==> src/rtl/cache_types_pkg.sv <==
// Shared types for the direct-mapped write-back cache controller.
package cache_types_pkg;

  typedef enum logic [1:0] {
    IDLE      = 2'd0,
    WRITEBACK = 2'd1,
    ALLOCATE  = 2'd2
  } cache_state_t;

  localparam logic PMEM_ADDR_CPU    = 1'b0;
  localparam logic PMEM_ADDR_VICTIM = 1'b1;

endpackage

==> src/rtl/cache_perf_counters.sv <==
// Three saturating event counters (hits, misses, victim writebacks).
module cache_perf_counters
  import cache_types_pkg::*;
#(
  parameter int CNT_WIDTH = 32
) (
  input  logic                 clk,
  input  logic                 rst,
  input  logic                 hit_ev_i,
  input  logic                 miss_ev_i,
  input  logic                 wb_ev_i,
  output logic [CNT_WIDTH-1:0] hit_count_o,
  output logic [CNT_WIDTH-1:0] miss_count_o,
  output logic [CNT_WIDTH-1:0] wb_count_o
);

  logic [CNT_WIDTH-1:0] hit_q, hit_d;
  logic [CNT_WIDTH-1:0] miss_q, miss_d;
  logic [CNT_WIDTH-1:0] wb_q, wb_d;

  // Counters stick at all-ones rather than wrapping.
  always_comb begin
    hit_d  = hit_q;
    miss_d = miss_q;
    wb_d   = wb_q;
    if (hit_ev_i  && (hit_q  != '1)) hit_d  = hit_q  + 1'b1;
    if (miss_ev_i && (miss_q != '1)) miss_d = miss_q + 1'b1;
    if (wb_ev_i   && (wb_q   != '1)) wb_d   = wb_q   + 1'b1;
  end

  always_ff @(posedge clk) begin
    if (rst) begin
      hit_q  <= '0;
      miss_q <= '0;
      wb_q   <= '0;
    end else begin
      hit_q  <= hit_d;
      miss_q <= miss_d;
      wb_q   <= wb_d;
    end
  end

  assign hit_count_o  = hit_q;
  assign miss_count_o = miss_q;
  assign wb_count_o   = wb_q;

endmodule

==> src/rtl/cache_control.sv <==
// Write-back direct-mapped cache controller FSM (IDLE/WRITEBACK/ALLOCATE).
// Define CACHE_PERF_CNT_EN to add hit/miss/writeback performance counters.
module cache_control
  import cache_types_pkg::*;
#(
  parameter int CNT_WIDTH = 32
) (
  input  logic                 clk,
  input  logic                 rst,
  input  logic                 mem_read,
  input  logic                 mem_write,
  input  logic                 hit,
  input  logic                 dirty,
  input  logic                 pmem_resp,
  output logic                 mem_resp,
  output logic                 pmem_read,
  output logic                 pmem_write,
  output logic                 pmem_addr_sel,
  output logic                 datain_hit,
  output logic                 load_data,
  output logic                 load_tag,
  output logic                 load_valid,
  output logic                 load_dirty,
`ifdef CACHE_PERF_CNT_EN
  output logic                 dirty_in,
  output logic [CNT_WIDTH-1:0] hit_count,
  output logic [CNT_WIDTH-1:0] miss_count,
  output logic [CNT_WIDTH-1:0] wb_count
`else
  output logic                 dirty_in
`endif
);

  cache_state_t state_q, state_d;
  logic req, wr;

  // A simultaneous read and write is serviced as a write.
  assign req = mem_read | mem_write;
  assign wr  = mem_write;

  always_ff @(posedge clk) begin
    if (rst) state_q <= IDLE;
    else     state_q <= state_d;
  end

  always_comb begin
    state_d       = state_q;
    mem_resp      = 1'b0;
    pmem_read     = 1'b0;
    pmem_write    = 1'b0;
    pmem_addr_sel = PMEM_ADDR_CPU;
    datain_hit    = 1'b0;
    load_data     = 1'b0;
    load_tag      = 1'b0;
    load_valid    = 1'b0;
    load_dirty    = 1'b0;
    dirty_in      = 1'b0;
    unique case (state_q)
      IDLE: begin
        if (req) begin
          if (hit) begin
            mem_resp   = 1'b1;
            datain_hit = 1'b1;
            if (wr) begin
              load_data  = 1'b1;
              load_dirty = 1'b1;
              dirty_in   = 1'b1;
            end
          end else if (dirty) begin
            state_d = WRITEBACK;
          end else begin
            state_d = ALLOCATE;
          end
        end
      end
      WRITEBACK: begin
        pmem_write    = 1'b1;
        pmem_addr_sel = PMEM_ADDR_VICTIM;
        if (pmem_resp) state_d = ALLOCATE;
      end
      ALLOCATE: begin
        pmem_read = 1'b1;
        // Line is installed clean; the retried request then hits in IDLE.
        if (pmem_resp) begin
          load_data  = 1'b1;
          load_tag   = 1'b1;
          load_valid = 1'b1;
          load_dirty = 1'b1;
          state_d    = IDLE;
        end
      end
      default: state_d = IDLE;
    endcase
    if (rst) begin
      mem_resp      = 1'b0;
      pmem_read     = 1'b0;
      pmem_write    = 1'b0;
      pmem_addr_sel = 1'b0;
      datain_hit    = 1'b0;
      load_data     = 1'b0;
      load_tag      = 1'b0;
      load_valid    = 1'b0;
      load_dirty    = 1'b0;
      dirty_in      = 1'b0;
    end
  end

`ifdef CACHE_PERF_CNT_EN
  logic miss_ev, wb_ev;

  assign miss_ev = !rst && (state_q == IDLE) && (state_d != IDLE);
  assign wb_ev   = !rst && (state_q == WRITEBACK) && pmem_resp;

  cache_perf_counters #(.CNT_WIDTH(CNT_WIDTH)) u_perf (
    .clk          (clk),
    .rst          (rst),
    .hit_ev_i     (mem_resp),
    .miss_ev_i    (miss_ev),
    .wb_ev_i      (wb_ev),
    .hit_count_o  (hit_count),
    .miss_count_o (miss_count),
    .wb_count_o   (wb_count)
  );
`else
  // Counter width stays part of the interface in both builds.
  logic [CNT_WIDTH-1:0] unused_cnt_w;
  assign unused_cnt_w = '0;
`endif

endmodule
==> config.mk <==
export PLATFORM = sky130hd
export DESIGN_NAME = cache_control
export DESIGN_NICKNAME = d
export VERILOG_FILES = /design/src/rtl/cache_types_pkg.sv /design/src/rtl/cache_perf_counters.sv /design/src/rtl/cache_control.sv
export SDC_FILE = /design/constraint.sdc
export NUM_CORES = 1
export LEC_CHECK = 0
export CORE_AREA = 2 2 39 41
export DETAILED_ROUTE_END_ITERATION = 8
export DIE_AREA = 0 0 41 43
export SLEW_MARGIN = 40
export SYNTH_ARGS = -nofsm -noshare
export SYNTH_HDL_FRONTEND = slang
export SYNTH_SLANG_ARGS = --single-unit
==> constraint.sdc <==
create_clock -name clk -period 1.1 [get_ports clk]
set_input_delay 0.22 -clock clk [delete_from_list [all_inputs] [get_ports clk]]
set_output_delay 0.22 -clock clk [all_outputs]
set_load 0.03 [all_outputs]
==> report_table.html <==
<table>
<tr><th>Metric</th><th>Value</th></tr>
<tr><th colspan="2">Detailed routing</th></tr>
<tr><td>Number of vias per cell after detailed routing</td><td>3.86</td></tr>
<tr><td>Total vias in the final route</td><td>247</td></tr>
<tr><td>Wire length after detailed routing</td><td>534 um</td></tr>
<tr><td>Post-detailed-route DRC marker count</td><td>0</td></tr>
<tr><td>First DRT Iteration DRCs</td><td>2</td></tr>
<tr><td>Wire length per cell after detailed routing</td><td>8.34 um</td></tr>
<tr><td>Antenna Violating Nets Remaining</td><td>0</td></tr>
<tr><td>DRT Pass-1 Iters</td><td>2</td></tr>
<tr><th colspan="2">Yosys</th></tr>
<tr><td>Post-Synthesis Mean Instance Area</td><td>7.94 um2</td></tr>
<tr><td>Synth top area share</td><td>0.219</td></tr>
<tr><td>Cell area after synthesis</td><td>183 um2</td></tr>
<tr><td>Synthesized net count</td><td>30</td></tr>
<tr><td>Part of the Yosys area used for sequential elements</td><td>0.219</td></tr>
<tr><td>Count of yosys warnings during synthesis</td><td>0</td></tr>
<tr><td>Synthesis-stage register bit count</td><td>2</td></tr>
<tr><td>Netlist cell types</td><td>16</td></tr>
<tr><td>Leading post-synthesis cells by cell area</td><td>dfxtp_1, buf_4, nor2_1, nor3b_2, and3_4</td></tr>
<tr><td>Gate count after technology mapping</td><td>23</td></tr>
<tr><td>Synth area leader</td><td>dfxtp_1</td></tr>
<tr><th colspan="2">Timing</th></tr>
<tr><td>Headroom to the max-slew limit</td><td>0.841</td></tr>
<tr><td>Final-layout worst hold slack</td><td>0.454 ns</td></tr>
<tr><td>Minimum period implied by the final worst setup slack</td><td>1.45 ns</td></tr>
<tr><td>Peak Freq</td><td>691 MHz</td></tr>
<tr><td>Worst-margin pin slew</td><td>0.238 ns</td></tr>
<tr><td>RSZ-0062 raised after global routing</td><td>true</td></tr>
<tr><td>Pins Over Slew Limit</td><td>0</td></tr>
<tr><td>Largest clock skew in the final design</td><td>0.00190 ns</td></tr>
<tr><td>Final hold vios</td><td>0</td></tr>
<tr><td>Number of setup violations in the final report</td><td>12</td></tr>
<tr><td>Final WS setup</td><td>-0.348 ns</td></tr>
<tr><td>Final worst-path cycle share</td><td>1.32</td></tr>
<tr><th colspan="2">Clock tree</th></tr>
<tr><td>CTS root buf</td><td>clkbuf_4</td></tr>
<tr><td>Clock latency at the later pin of the worst-skew pair</td><td>0.23 ns</td></tr>
<tr><td>CTS H-tree lvls</td><td>1</td></tr>
<tr><td>Total CTS buffers</td><td>3</td></tr>
<tr><td>Sinks on the clock net</td><td>2</td></tr>
<tr><td>TritonCTS clock tree</td><td>done</td></tr>
<tr><td>CTS clk-pin slew, worst paths</td><td>0.03 ns</td></tr>
<tr><td>Number of buffers on the longest clock path</td><td>2</td></tr>
<tr><th colspan="2">Power</th></tr>
<tr><td>Peak supply drop</td><td>0.451 mV</td></tr>
<tr><td>Cell Pwr Density</td><td>868 nW/um2</td></tr>
<tr><td>Leak</td><td>0.000249 uW</td></tr>
<tr><th colspan="2">GRT</th></tr>
<tr><td>Via count of the first global-routing pass</td><td>233</td></tr>
<tr><td>M1 GR Usage</td><td>0.0863</td></tr>
<tr><td>Aggregate global-route resource usage</td><td>0.0812</td></tr>
<tr><td>First-pass GRT wire length</td><td>897 um</td></tr>
<tr><td>Met2 demand-to-capacity share in global routing</td><td>0.103</td></tr>
<tr><td>Busiest layer in global routing</td><td>met2</td></tr>
<tr><td>Global route total overflow</td><td>0</td></tr>
<tr><td>Fraction of met3 tracks used by global routing</td><td>0.0628</td></tr>
<tr><td>Pin count of the biggest net entering global routing</td><td>6</td></tr>
<tr><td>Initial antenna violation count</td><td>0</td></tr>
<tr><th colspan="2">Run status</th></tr>
<tr><td>Run status</td><td>complete, but fails checks</td></tr>
<tr><td>Violated checks</td><td>setup timing</td></tr>
<tr><th colspan="2">Cells and area</th></tr>
<tr><td>Fill count</td><td>142</td></tr>
<tr><td>Ratio of cells with drive above 1 in the final layout</td><td>0.750</td></tr>
<tr><td>Nets</td><td>57</td></tr>
<tr><td>Register with the highest flop count</td><td>state_q</td></tr>
<tr><td>Area growth syn-to-layout</td><td>183%</td></tr>
<tr><td>Number of flip-flops under the largest register name</td><td>2</td></tr>
<tr><td>Utilization after layout</td><td>0.373</td></tr>
<tr><td>N_diodes</td><td>0</td></tr>
<tr><td>Largest registers in the final layout</td><td>state_q x2</td></tr>
<tr><th colspan="2">Die</th></tr>
<tr><td>Vertical extent of the die</td><td>43 um</td></tr>
<tr><td>Die Outline Area</td><td>1760 um2</td></tr>
<tr><td>Starting density of the core</td><td>0.132</td></tr>
<tr><td>Row Count</td><td>14</td></tr>
<tr><td>I/O pin count</td><td>17</td></tr>
<tr><td>Horizontal extent of the die</td><td>41 um</td></tr>
<tr><td>Floorplan core area</td><td>1380 um2</td></tr>
<tr><th colspan="2">Critical path</th></tr>
<tr><td>Worst EP required</td><td>0.88 ns</td></tr>
<tr><td>Data arrival at the endpoint of the critical path</td><td>1.23 ns</td></tr>
<tr><td>Critical path's slowest cell</td><td>dfxtp_4</td></tr>
<tr><td>Reg2reg path depth</td><td>6</td></tr>
<tr><td>Largest stage delay, worst path</td><td>0.35 ns</td></tr>
<tr><td>Type of origin of the critical path</td><td>flip-flop</td></tr>
<tr><td>Worst-path maximum fanout</td><td>2</td></tr>
<tr><td>CP cell instances</td><td>nor3_4, and3_4, or2_4, buf_6</td></tr>
<tr><td>Path type of the worst setup path</td><td>reg -&gt; out</td></tr>
<tr><td>Endpoint kind of the worst setup timing path</td><td>output pin</td></tr>
<tr><th colspan="2">Placement</th></tr>
<tr><td>Final weighted congestion in routability-driven placement</td><td>0.607</td></tr>
<tr><td>HPWL after DPL</td><td>414 um</td></tr>
<tr><td>Input/output buffers</td><td>16</td></tr>
<tr><th colspan="2">Min path</th></tr>
<tr><td>WHS Path Cells</td><td>4</td></tr>
<tr><td>Worst min-delay path category</td><td>in -&gt; reg</td></tr>
<tr><th colspan="2">Job</th></tr>
<tr><td>Number of max-cap violations</td><td>0</td></tr>
</table>
cell usage after synthesis:
master	instances
a21o_1	1
a22o_1	1
a32o_1	1
and2_1	1
and3_1	1
and3_4	1
buf_4	4
dfxtp_1	2
inv_1	1
nand2_1	1
nor2_1	4
nor2b_1	1
nor3_1	1
nor3_2	1
nor3b_2	1
or2_1	1
worst max-delay path: cells and delay by family, from the launching register on:
| kind | cells | cell delay, ns |
|---|---|---|
| AND/OR/NAND/NOR | 3 | 0.53 |
| flip-flops | 1 | 0.35 |
| buffers and inverters | 1 | 0.12 |
layer usage:
layer  vias up  wire, um
met5         -         0
met4         0         0
met3         0        49
met2        11       283
met1       109       201
li1        127         -
cell type report:
cell class | instances | area [um2] | area share
inverter | 1 | 3.75 | 0.00726
timing repair buffer | 26 | 269 | 0.521
tap | 16 | 20.0 | 0.0387
multi-input combinational | 16 | 156 | 0.303
sequential | 2 | 45.0 | 0.0872
clock buffer | 3 | 22.5 | 0.0436
what timing repair did:
action,4_1_cts,5_1_grt
gates resized for setup,13,11
pin swaps,3,6
setup buffers,2,2
endpoints found under the setup margin,12,12
hold buffers,0,0
cell usage in the layout (no fill, tap or decap):
master,synthesis,routed
a21o_1,1,1
a22o_1,1,1
a32o_1,1,1
and2_4,0,1
and3_4,1,2
buf_12,0,1
buf_4,4,6
buf_6,0,13
clkbuf_2,0,1
clkbuf_4,0,3
clkdlybuf4s50_1,0,4
dfxtp_2,0,1
dfxtp_4,0,1
dlymetal6s2s_1,0,1
inv_1,1,1
nand2_4,0,1
nor2_1,4,1
nor2_2,0,1
nor2_4,0,2
nor2b_1,1,1
nor3_1,1,1
nor3_4,0,1
nor3b_4,0,1
or2_4,0,1
worst paths after layout:
check | slack, ns | to | from
worst max-delay path | -0.35 | load_data | state_q[1]
worst min-delay path | 0.45 | state_q[0] | pmem_resp
worst max register to register | -0.14 | state_q[1] | state_q[1]
worst min register to register | 0.79 | state_q[1] | state_q[0]
metrics by stage:
step                total power (uW)  setup TNS, ns  cell area (um2)  setup slack (ns)  std cells
floorplan                        177         -0.612              224            -0.252         23
global placement                 237          -5.44              383            -0.637         57
detailed placement               239          -5.60              383            -0.646         57
CTS                              435          -2.91              460            -0.371         62
global route                     490          -3.66              517            -0.410         64
finish                           449          -2.98              517            -0.348         64
logic make-up after synthesis:
| group | Yosys count | synth area share |
|---|---|---|
| compound gates | 3 | 0.144 |
| flops | 2 | 0.219 |
| simple gates | 13 | 0.452 |
| buf+inv | 5 | 0.185 |
report_power, final:
group	switching, uW	internal, uW
Combinational	86.5	112
Clock	43.8	120
Sequential	7.67	78.4
Total	138	311
Note: power is estimated with default switching activity, not from simulation.
